### src/rtl/m_axi_cmd.sv
// Single-outstanding, single-beat AXI master that turns a simple command/response pair into AW/W/B or AR/R traffic.
// Optional watchdog enabled by defining M_AXI_CMD_TIMEOUT_EN.
module m_axi_cmd #(
    parameter logic [3:0] AXI_ID         = 4'h0,
    parameter int         TIMEOUT_CYCLES = 255
) (
    input  logic        clk,
    input  logic        areset,
    input  logic        cmd_valid_i,
    output logic        cmd_ready_o,
    input  logic        cmd_write_i,
    input  logic [31:0] cmd_addr_i,
    input  logic [31:0] cmd_wdata_i,
    input  logic [3:0]  cmd_wstrb_i,
    output logic        rsp_valid_o,
    input  logic        rsp_ready_i,
    output logic        rsp_write_o,
    output logic [31:0] rsp_rdata_o,
    output logic        rsp_err_o,
    output logic        rsp_timeout_o,
    output logic [3:0]  awid_o,
    output logic [31:0] awaddr_o,
    output logic        awvalid_o,
    input  logic        awready_i,
    output logic [3:0]  wid_o,
    output logic [31:0] wdata_o,
    output logic [3:0]  wstrb_o,
    output logic        wlast_o,
    output logic        wvalid_o,
    input  logic        wready_i,
    input  logic [3:0]  bid_i,
    input  logic [1:0]  bresp_i,
    input  logic        bvalid_i,
    output logic        bready_o,
    output logic [3:0]  arid_o,
    output logic [31:0] araddr_o,
    output logic        arvalid_o,
    input  logic        arready_i,
    input  logic [3:0]  rid_i,
    input  logic [31:0] rdata_i,
    input  logic [3:0]  rstrb_i,
    input  logic        rlast_i,
    input  logic        rvalid_i,
    output logic        rready_o
);

    typedef enum logic [2:0] {IDLE, WRITE, WRESP, RADDR, RDATA, RSP} state_t;

    state_t      state_q, state_d;
    logic [31:0] addr_q, wdata_q, rdata_q;
    logic [3:0]  strb_q;
    logic        write_q, aw_done_q, w_done_q, err_q;
    logic        accept, aw_hs, w_hs, b_hs, r_hs, tmo;

    assign accept = cmd_valid_i && cmd_ready_o;
    assign aw_hs  = awvalid_o && awready_i;
    assign w_hs   = wvalid_o && wready_i;
    assign b_hs   = bvalid_i && bready_o;
    assign r_hs   = rvalid_i && rready_o;

    // Payload outputs come straight from the command registers, so they are
    // stable for the whole time the matching valid is up.
    assign awid_o      = AXI_ID;
    assign wid_o       = AXI_ID;
    assign arid_o      = AXI_ID;
    assign awaddr_o    = addr_q;
    assign araddr_o    = addr_q;
    assign wdata_o     = wdata_q;
    assign wstrb_o     = strb_q;
    assign rsp_write_o = write_q;
    assign rsp_rdata_o = rdata_q;
    assign rsp_err_o   = err_q;

`ifdef M_AXI_CMD_TIMEOUT_EN
    logic [7:0] cnt_q;
    logic       tmo_q, waiting;

    assign waiting       = (state_q == WRITE) || (state_q == WRESP) ||
                           (state_q == RADDR) || (state_q == RDATA);
    // Fires on the last allowed wait cycle so valids are up exactly TIMEOUT_CYCLES cycles.
    assign tmo           = waiting && (cnt_q == 8'(TIMEOUT_CYCLES - 1));
    assign rsp_timeout_o = tmo_q;

    always_ff @(posedge clk) begin
        if (areset) begin
            cnt_q <= '0;
            tmo_q <= 1'b0;
        end else begin
            if (state_d != state_q) cnt_q <= '0;
            else if (waiting)       cnt_q <= cnt_q + 8'd1;
            if (accept)   tmo_q <= 1'b0;
            else if (tmo) tmo_q <= 1'b1;
        end
    end
`else
    assign tmo           = 1'b0;
    assign rsp_timeout_o = 1'b0;
`endif

    always_ff @(posedge clk) begin
        if (areset) state_q <= IDLE;
        else        state_q <= state_d;
    end

    always_comb begin
        state_d     = state_q;
        cmd_ready_o = 1'b0;
        awvalid_o   = 1'b0;
        wvalid_o    = 1'b0;
        bready_o    = 1'b0;
        arvalid_o   = 1'b0;
        rready_o    = 1'b0;
        rsp_valid_o = 1'b0;
        case (state_q)
            IDLE: begin
                cmd_ready_o = 1'b1;
                if (cmd_valid_i) state_d = cmd_write_i ? WRITE : RADDR;
            end
            WRITE: begin
                awvalid_o = !aw_done_q;
                wvalid_o  = !w_done_q;
                if ((aw_done_q || aw_hs) && (w_done_q || w_hs)) state_d = WRESP;
            end
            WRESP: begin
                bready_o = 1'b1;
                if (bvalid_i) state_d = RSP;
            end
            RADDR: begin
                arvalid_o = 1'b1;
                if (arready_i) state_d = RDATA;
            end
            RDATA: begin
                rready_o = 1'b1;
                if (rvalid_i) state_d = RSP;
            end
            RSP: begin
                rsp_valid_o = 1'b1;
                if (rsp_ready_i) state_d = IDLE;
            end
            default: state_d = IDLE;
        endcase
        if (tmo) state_d = RSP;
    end

    assign wlast_o = wvalid_o;

    always_ff @(posedge clk) begin
        if (areset) begin
            addr_q    <= '0;
            wdata_q   <= '0;
            strb_q    <= '0;
            rdata_q   <= '0;
            write_q   <= 1'b0;
            aw_done_q <= 1'b0;
            w_done_q  <= 1'b0;
            err_q     <= 1'b0;
        end else begin
            if (accept) begin
                addr_q    <= cmd_addr_i;
                wdata_q   <= cmd_wdata_i;
                strb_q    <= cmd_wstrb_i;
                write_q   <= cmd_write_i;
                rdata_q   <= '0;
                aw_done_q <= 1'b0;
                w_done_q  <= 1'b0;
                err_q     <= 1'b0;
            end
            if (aw_hs) aw_done_q <= 1'b1;
            if (w_hs)  w_done_q  <= 1'b1;
            if (b_hs)  err_q     <= (bresp_i != 2'b00) || (bid_i != AXI_ID);
            if (r_hs) begin
                rdata_q <= rdata_i;
                err_q   <= (rid_i != AXI_ID) || !rlast_i;
            end
            if (tmo) err_q <= 1'b1;
        end
    end

endmodule
### config.mk
export PLATFORM = sky130hd
export DESIGN_NAME = m_axi_cmd
export DESIGN_NICKNAME = d
export VERILOG_FILES = /design/src/rtl/m_axi_cmd.sv
export SDC_FILE = /design/constraint.sdc
export NUM_CORES = 1
export LEC_CHECK = 0
export BUFFER_PORTS_ARGS = -buffer_cell sky130_fd_sc_hd__buf_2
export CAP_MARGIN = 30
export CORE_UTILIZATION = 38
export CTS_CLUSTER_DIAMETER = 120
export DETAILED_ROUTE_END_ITERATION = 6
export HOLD_SLACK_MARGIN = 0.05
export MAX_ROUTING_LAYER = met4
export PLACE_DENSITY = 0.74
export RECOVER_POWER = 25
export SLEW_MARGIN = 10
export SYNTH_ARGS = -nofsm -noshare
export SYNTH_HDL_FRONTEND = slang
export SYNTH_SLANG_ARGS = --single-unit
### constraint.sdc
create_clock -name clk -period 1.5 [get_ports clk]
set_clock_uncertainty 0.1 [all_clocks]
set_input_delay 0 -clock clk [delete_from_list [all_inputs] [get_ports clk]]
set_output_delay 0 -clock clk [all_outputs]
set_load 0.01 [all_outputs]
==> results by group, run 1 <==
Place
  • Routability Congestion: ~0.83
  • Placed Cells: roughly 860
  • Post-DP HPWL: ~8400 um
  • Buffers on Ports: 262
  • Pre-CTS setup slack: -63.0 ps

Route
  • Routed WL: about 18000 um
  • Via density per instance: approximately 5
  • Drt wl/cell: 17.7 um
  • Pre-Repair DR Iteration Count: 5
  • DRC errors left: 0
  • Via count: 5109
  • Routed Antenna Nets: 0
  • Initial DRC count: 319

GRT
  • Met2 Use GR: 0.479
  • Initial antenna violation count: 0
  • Met1 Use GR: 0.283
  • Grt met3 use: 0.0518
  • First-pass GRT wire length: 23200 um
  • Vias in the first global route: roughly 4800
  • Grt ovf: 0
  • Largest net degree at the start of global routing: 70
  • GR Util All Layers: 0.262
  • Grt peak-use layer: met2

STA
  • Final setup fails: 111
  • Final setup TNS: -10660 ps
  • Hold_ws: approximately 64 ps
  • Final WS setup: -180 ps
  • Tcrit/Tclk final: 1.12
  • RSZ-0062 raised after global routing: true
  • Final Hold Vio Count: 0
  • Final Slew Violations: 0
  • FMAX: between 500 and 600 MHz
  • Minimum clock period: between 1500 and 2000 ps

Floorplan
  • Area of the die: 11700 um^2
  • # rows: 38
  • Initial Util: 0.392
  • Chip width: 108 um
  • Core area: between 10000 and 15000 um^2
  • Die height: about 110 um
  • # IOs: 280

Yosys
  • Post-Synthesis Cells: slightly above 500
  • Synth Flop Type: dfxtp_1
  • Async S/R FF share, synth: 0
  • Synth cell types: 33
  • Synthesized area: 4270 um^2
  • Number of synthesized register bits: around 110
  • Mean Syn Cell Area: around 8.4 um^2
  • Ys Warns: 0
  • Post-synthesis sequential area ratio: 0.502
  • Post-synth EDFFs: 0

Cells and area
  • Most frequent cells in the layout: buf_2 (223), dlygate4sd3_1 (110), dfxtp_1 (104)
  • Sequential cell area: 2150 um^2
  • Diode count: 0
  • Layout cells sized above 1: 0.484
  • Area Growth Syn to Fin: 85.6%
  • Non-Filler Instances: 1018
  • Area occupied by multi-input gates: around 2100 um^2
  • Nets@finish: around 1000
  • Leading cell type in the layout, fill and taps excluded: buf_2
  • Fillers: slightly above 700

Clock network
  • Clk slew on worst S/H paths: around 100 ps
  • TritonCTS clock tree: done
  • TritonCTS Sinks: 107
  • Clock Path Buffers: 2
  • Worst skew pair latency: between 300 and 400 ps
  • Root buf cell: clkbuf_8
  • CTS H-tree lvls: 3
  • Number of CTS-inserted buffers: 9

Worst setup path
  • Critical Path Fanout Max: 9
  • CP Capture Type: flip-flop
  • Setup crit start kind: flip-flop
  • Worst Path Required: approximately 1600 ps
  • Worst Path Arrival: 1820 ps
  • WS Path Type: flip-flop to flip-flop

Status
  • Outcome: finished with violations
  • Failing checks: negative setup slack

Min path
  • Worst hold path type: input port to flip-flop

Power and ir drop
  • Pwr Total: ~12 mW
  • Power density over cell area: about 1500 nW/um^2
  • VDD IR max: 878 uV
  • P_leak: roughly 3.6 nW

Flow run
  • Max_cap viols: 0
[through the flow]
stage / util / area [um^2]
final: 0.728 / 7930
after global routing: 0.728 / 7930
after CTS: 0.671 / 7300
after detailed placement: 0.507 / 5520
after global placement: 0.507 / 5520
after floorplan: - / 4360
[cell families (layout without fill, tap and decap cells)]
group	count (synthesis)	after routing	synth area share
and+or+nand+nor	196	196	0.185
muxes	3	3	0.00762
AOI/OAI and AO/OA	115	115	0.172
buffers and inverters	87	444	0.133
DFF	107	107	0.502
other	1	13	0.000878
[where the power goes]
part	internal (mW)	total (mW)	switching [mW]	leakage, nW
clock network	1.03	2.03	0.994	0.113
registers	3.30	3.63	0.338	0.873
logic	2.97	5.88	2.91	2.58
[critical path: stages, from the launching register on]
cell and delay [ps]:
dfxtp_2 350, buf_6 120, mux2i_1 120, or3_4 390, buf_12 170, a22oi_2 220, nor2_1 80
[routing by layer]
layer	up-vias	routed length (um)	share of wire
li1	2352	-	-
met1	2384	6600	0.37
met2	300	9320	0.52
met3	73	1360	0.075
met4	0	788	0.044
met5	-	0	0
[cell type report]
class,count,share of cell area
Timing Repair Buffer,424,0.412
Sequential cell,107,0.271
Multi-Input combinational cell,327,0.264
Tap cell,140,0.0221
Clock buffer,12,0.0196
Clock inverter,4,0.00916
Inverter,4,0.00189
[path summary, 6_finish.rpt]
kind                   start              to  slack (ps)  cells past startpoint
hold reg to reg   wdata_o[5]      wdata_o[5]         360                      2
hold / removal    bresp_i[0]       rsp_err_o          60                      4
setup / recovery  state_q[2]  rsp_rdata_o[0]        -180                      6
setup reg to reg  state_q[2]  rsp_rdata_o[0]        -180                      6
[synth_stat cells (2+ instances only)]
cell type | number | area [um^2]
dfxtp_1 | 107 | 2140
buf_6 | 6 | 67.6
nor2_1 | 39 | 146
a22oi_2 | 10 | 125
buf_4 | 49 | 368
buf_2 | 9 | 45.0
clkbuf_1 | 19 | 71.3
nand2_1 | 141 | 529
a22oi_1 | 24 | 180
nand3_1 | 3 | 15.0
a21oi_1 | 72 | 360
o22ai_1 | 3 | 18.8
nor2b_1 | 2 | 12.5
inv_1 | 4 | 15.0
mux2_2 | 2 | 22.5
and2_1 | 2 | 12.5
[state kept, by name (all words and copies together) (netlist names)]
signal,cells
araddr_o,32
rsp_rdata_o,32
wdata_o,32
wstrb_o,4
state_q,3
aw_done_q,1
rsp_err_o,1
rsp_write_o,1
w_done_q,1
[timing repair]
action	in CTS	in global routing
endpoints found under the setup margin	78	115
gates resized for setup	41	119
hold buffers	111	0
buffers inserted	9	7
gates cloned	7	13
pin swaps	6	30
hold endpoints to repair	107	0
(Power assumes the default switching activity.)
==> inputs of run 2 (changes only) <==
Settings changed: REMOVE_ABC_BUFFERS from default to 1.
==> results by group, run 2 (synthesized netlist as in run 1, its figures left out) <==
Power and ir drop
  • Power density over cell area: 1420 nW/um^2 (-2.3%)
  • VDD IR max: 772 uV (-12%)
  • Pwr Total: 10.6 mW (-8.2%)
  • P_leak: 3.40 nW (-4.6%)

Clock network
  • Number of CTS-inserted buffers: 9 (unchanged)
  • Root buf cell: clkbuf_8
  • Clk slew on worst S/H paths: 110 ps (about the same)
  • TritonCTS clock tree: done
  • Worst skew pair latency: 360 ps (about the same)
  • Clock Path Buffers: 2 (unchanged)
  • CTS H-tree lvls: 3 (unchanged)
  • TritonCTS Sinks: 107 (unchanged)

Min path
  • Worst hold path type: input port to flip-flop
  • Hold Startpoint: cmd_valid_i
  • Hold Path Sink: araddr_o[12]
  • Hold Crit Depth: 5 (+1)

Worst setup path
  • Worst Path Arrival: 1820 ps (about the same)
  • Setup crit start kind: flip-flop
  • R2r setup slk: -190 ps (about the same)
  • Crit path from: state_q[2]
  • WS Path Type: flip-flop to flip-flop
  • Reg-to-reg endpoint: rsp_rdata_o[11]
  • Critical Path Fanout Max: 8 (-1)
  • CP Capture Type: flip-flop
  • RR Startpoint: state_q[2]
  • Worst Path Required: 1630 ps (about the same)
  • Reg2Reg Depth: 6 (unchanged)

Cells and area
  • Layout cells sized above 1: 0.391 (-0.0928)
  • Fillers: 789 (+8.8%)
  • Non-Filler Instances: 1014 (-0.39%)
  • Area Growth Syn to Fin: 74.3%
  • Nets@finish: 994 (-0.40%)
  • Leading cell type in the layout, fill and taps excluded: buf_2
  • Most frequent cells in the layout: buf_2 (223), nand2_1 (138), dlygate4sd3_1 (111)
  • Core Util, Final: 0.684 (-0.0444)
  • Diode count: 0 (unchanged)
  • Sequential cell area: 2150 um^2 (+0.12%)
  • Finished Cell Area: 7440 um^2 (-6.1%)
  • Area occupied by multi-input gates: 1800 um^2 (-14%)

GRT
  • Grt ovf: 0 (unchanged)
  • Vias in the first global route: 4721 (-0.74%)
  • GR Util All Layers: 0.257 (-0.00554)
  • First-pass GRT wire length: 22600 um (-2.4%)
  • Largest net degree at the start of global routing: 46 (-34%)
  • Initial antenna violation count: 0 (unchanged)

Place
  • Pre-CTS setup slack: -117 ps (-53.7 ps)
  • Placed Cells: 866 (+0.81%)
  • Routability Congestion: 0.887 (+6.7%)
  • Area after DPL: 5530 um^2 (+0.20%)
  • Buffers on Ports: 262 (unchanged)
  • Post-DP HPWL: 8220 um (-2.0%)

STA
  • RSZ-0062 raised after global routing: true
  • Final Hold Vio Count: 0 (unchanged)
  • Tcrit/Tclk final: 1.13 (+0.00615)
  • FMAX: 592 MHz (-0.55%)
  • Minimum clock period: 1690 ps (+9.22 ps)
  • Final Slew Violations: 0 (unchanged)
  • Final setup fails: 91 (-18%)
  • Final WS setup: -189 ps (-9.22 ps)

Floorplan
  • # rows: 38 (unchanged)
  • Initial Util: 0.392 (unchanged)
  • Core area: 10900 um^2 (unchanged)
  • # IOs: 280 (unchanged)
  • Die height: 108 um (unchanged)
  • Chip width: 108 um (unchanged)
  • Area of the die: 11700 um^2 (unchanged)

Route
  • DRC errors left: 0 (unchanged)
  • Via count: 4947 (-3.2%)
  • Via density per instance: 4.88 (-2.8%)
  • Initial DRC count: 346 (+8.5%)
  • Routed Antenna Nets: 0 (unchanged)
  • Drt wl/cell: 15.7 um (-11%)
  • Routed WL: 15900 um (-12%)
  • Pre-Repair DR Iteration Count: 4 (-1)

Flow run
  • Max_cap viols: 0 (unchanged)

Status
  • Outcome: finished with violations
  • Failing checks: negative setup slack
==> run 2: final cells by class <==
cell class                      instances  area share
Timing Repair Buffer                  420       0.413
Clock inverter                          5      0.0116
Multi-Input combinational cell        327       0.242
Inverter                                4     0.00202
Sequential cell                       107       0.289
Clock buffer                           11      0.0190
Tap cell                              140      0.0235
==> run 2: layer usage <==
layer / vias up / routed length [um] / GRT usage
met5: - / 0 / -
met3: 45 / 1060 / 0.0470
met4: 0 / 548 / 0.123
met2: 261 / 8280 / 0.461
met1: 2302 / 6040 / 0.270
li1: 2339 / - / -
==> run 2: how the worst max path moves through the flow <==
| stage | end | slack, ps | depth (start not counted) |
|---|---|---|---|
| final | rsp_rdata_o[11] | -190 | 6 |
| after global routing | rsp_rdata_o[11] | -230 | 6 |
| after CTS | wlast_o | -160 | 4 |
| after detailed placement | rsp_rdata_o[24] | -120 | 5 |
| after global placement | rsp_rdata_o[30] | -60 | 5 |
| after floorplan | rsp_err_o | -880 | 4 |
==> run 2: critical path: stages (launching register included) <==
cell and delay (ps):
dfxtp_2 350, buf_6 120, mux2i_1 110, or3_4 430, buf_16 190, a22oi_2 190, nor2_1 80
==> run 2: through the flow <==
step,hold slack [ps],setup TNS [ps]
6_report,120,-6670
5_1_grt,123,-11880
4_1_cts,88.8,-4750
3_5_place_dp,143,-3760
3_3_place_gp,132,-1580
2_1_floorplan,-30.9,-85020
==> run 2: what timing repair did <==
action,in CTS,in global routing
endpoints found under the setup margin,110,110
pin swaps,18,10
hold buffers,111,0
hold endpoints to repair,107,0
buffers inserted,10,4
resized for setup,47,28
gates cloned,6,1
==> run 2: power breakdown <==
part           switching, mW  internal [mW]
Clock                  0.969          0.997
Combinational           2.48           2.53
Sequential             0.317           3.30
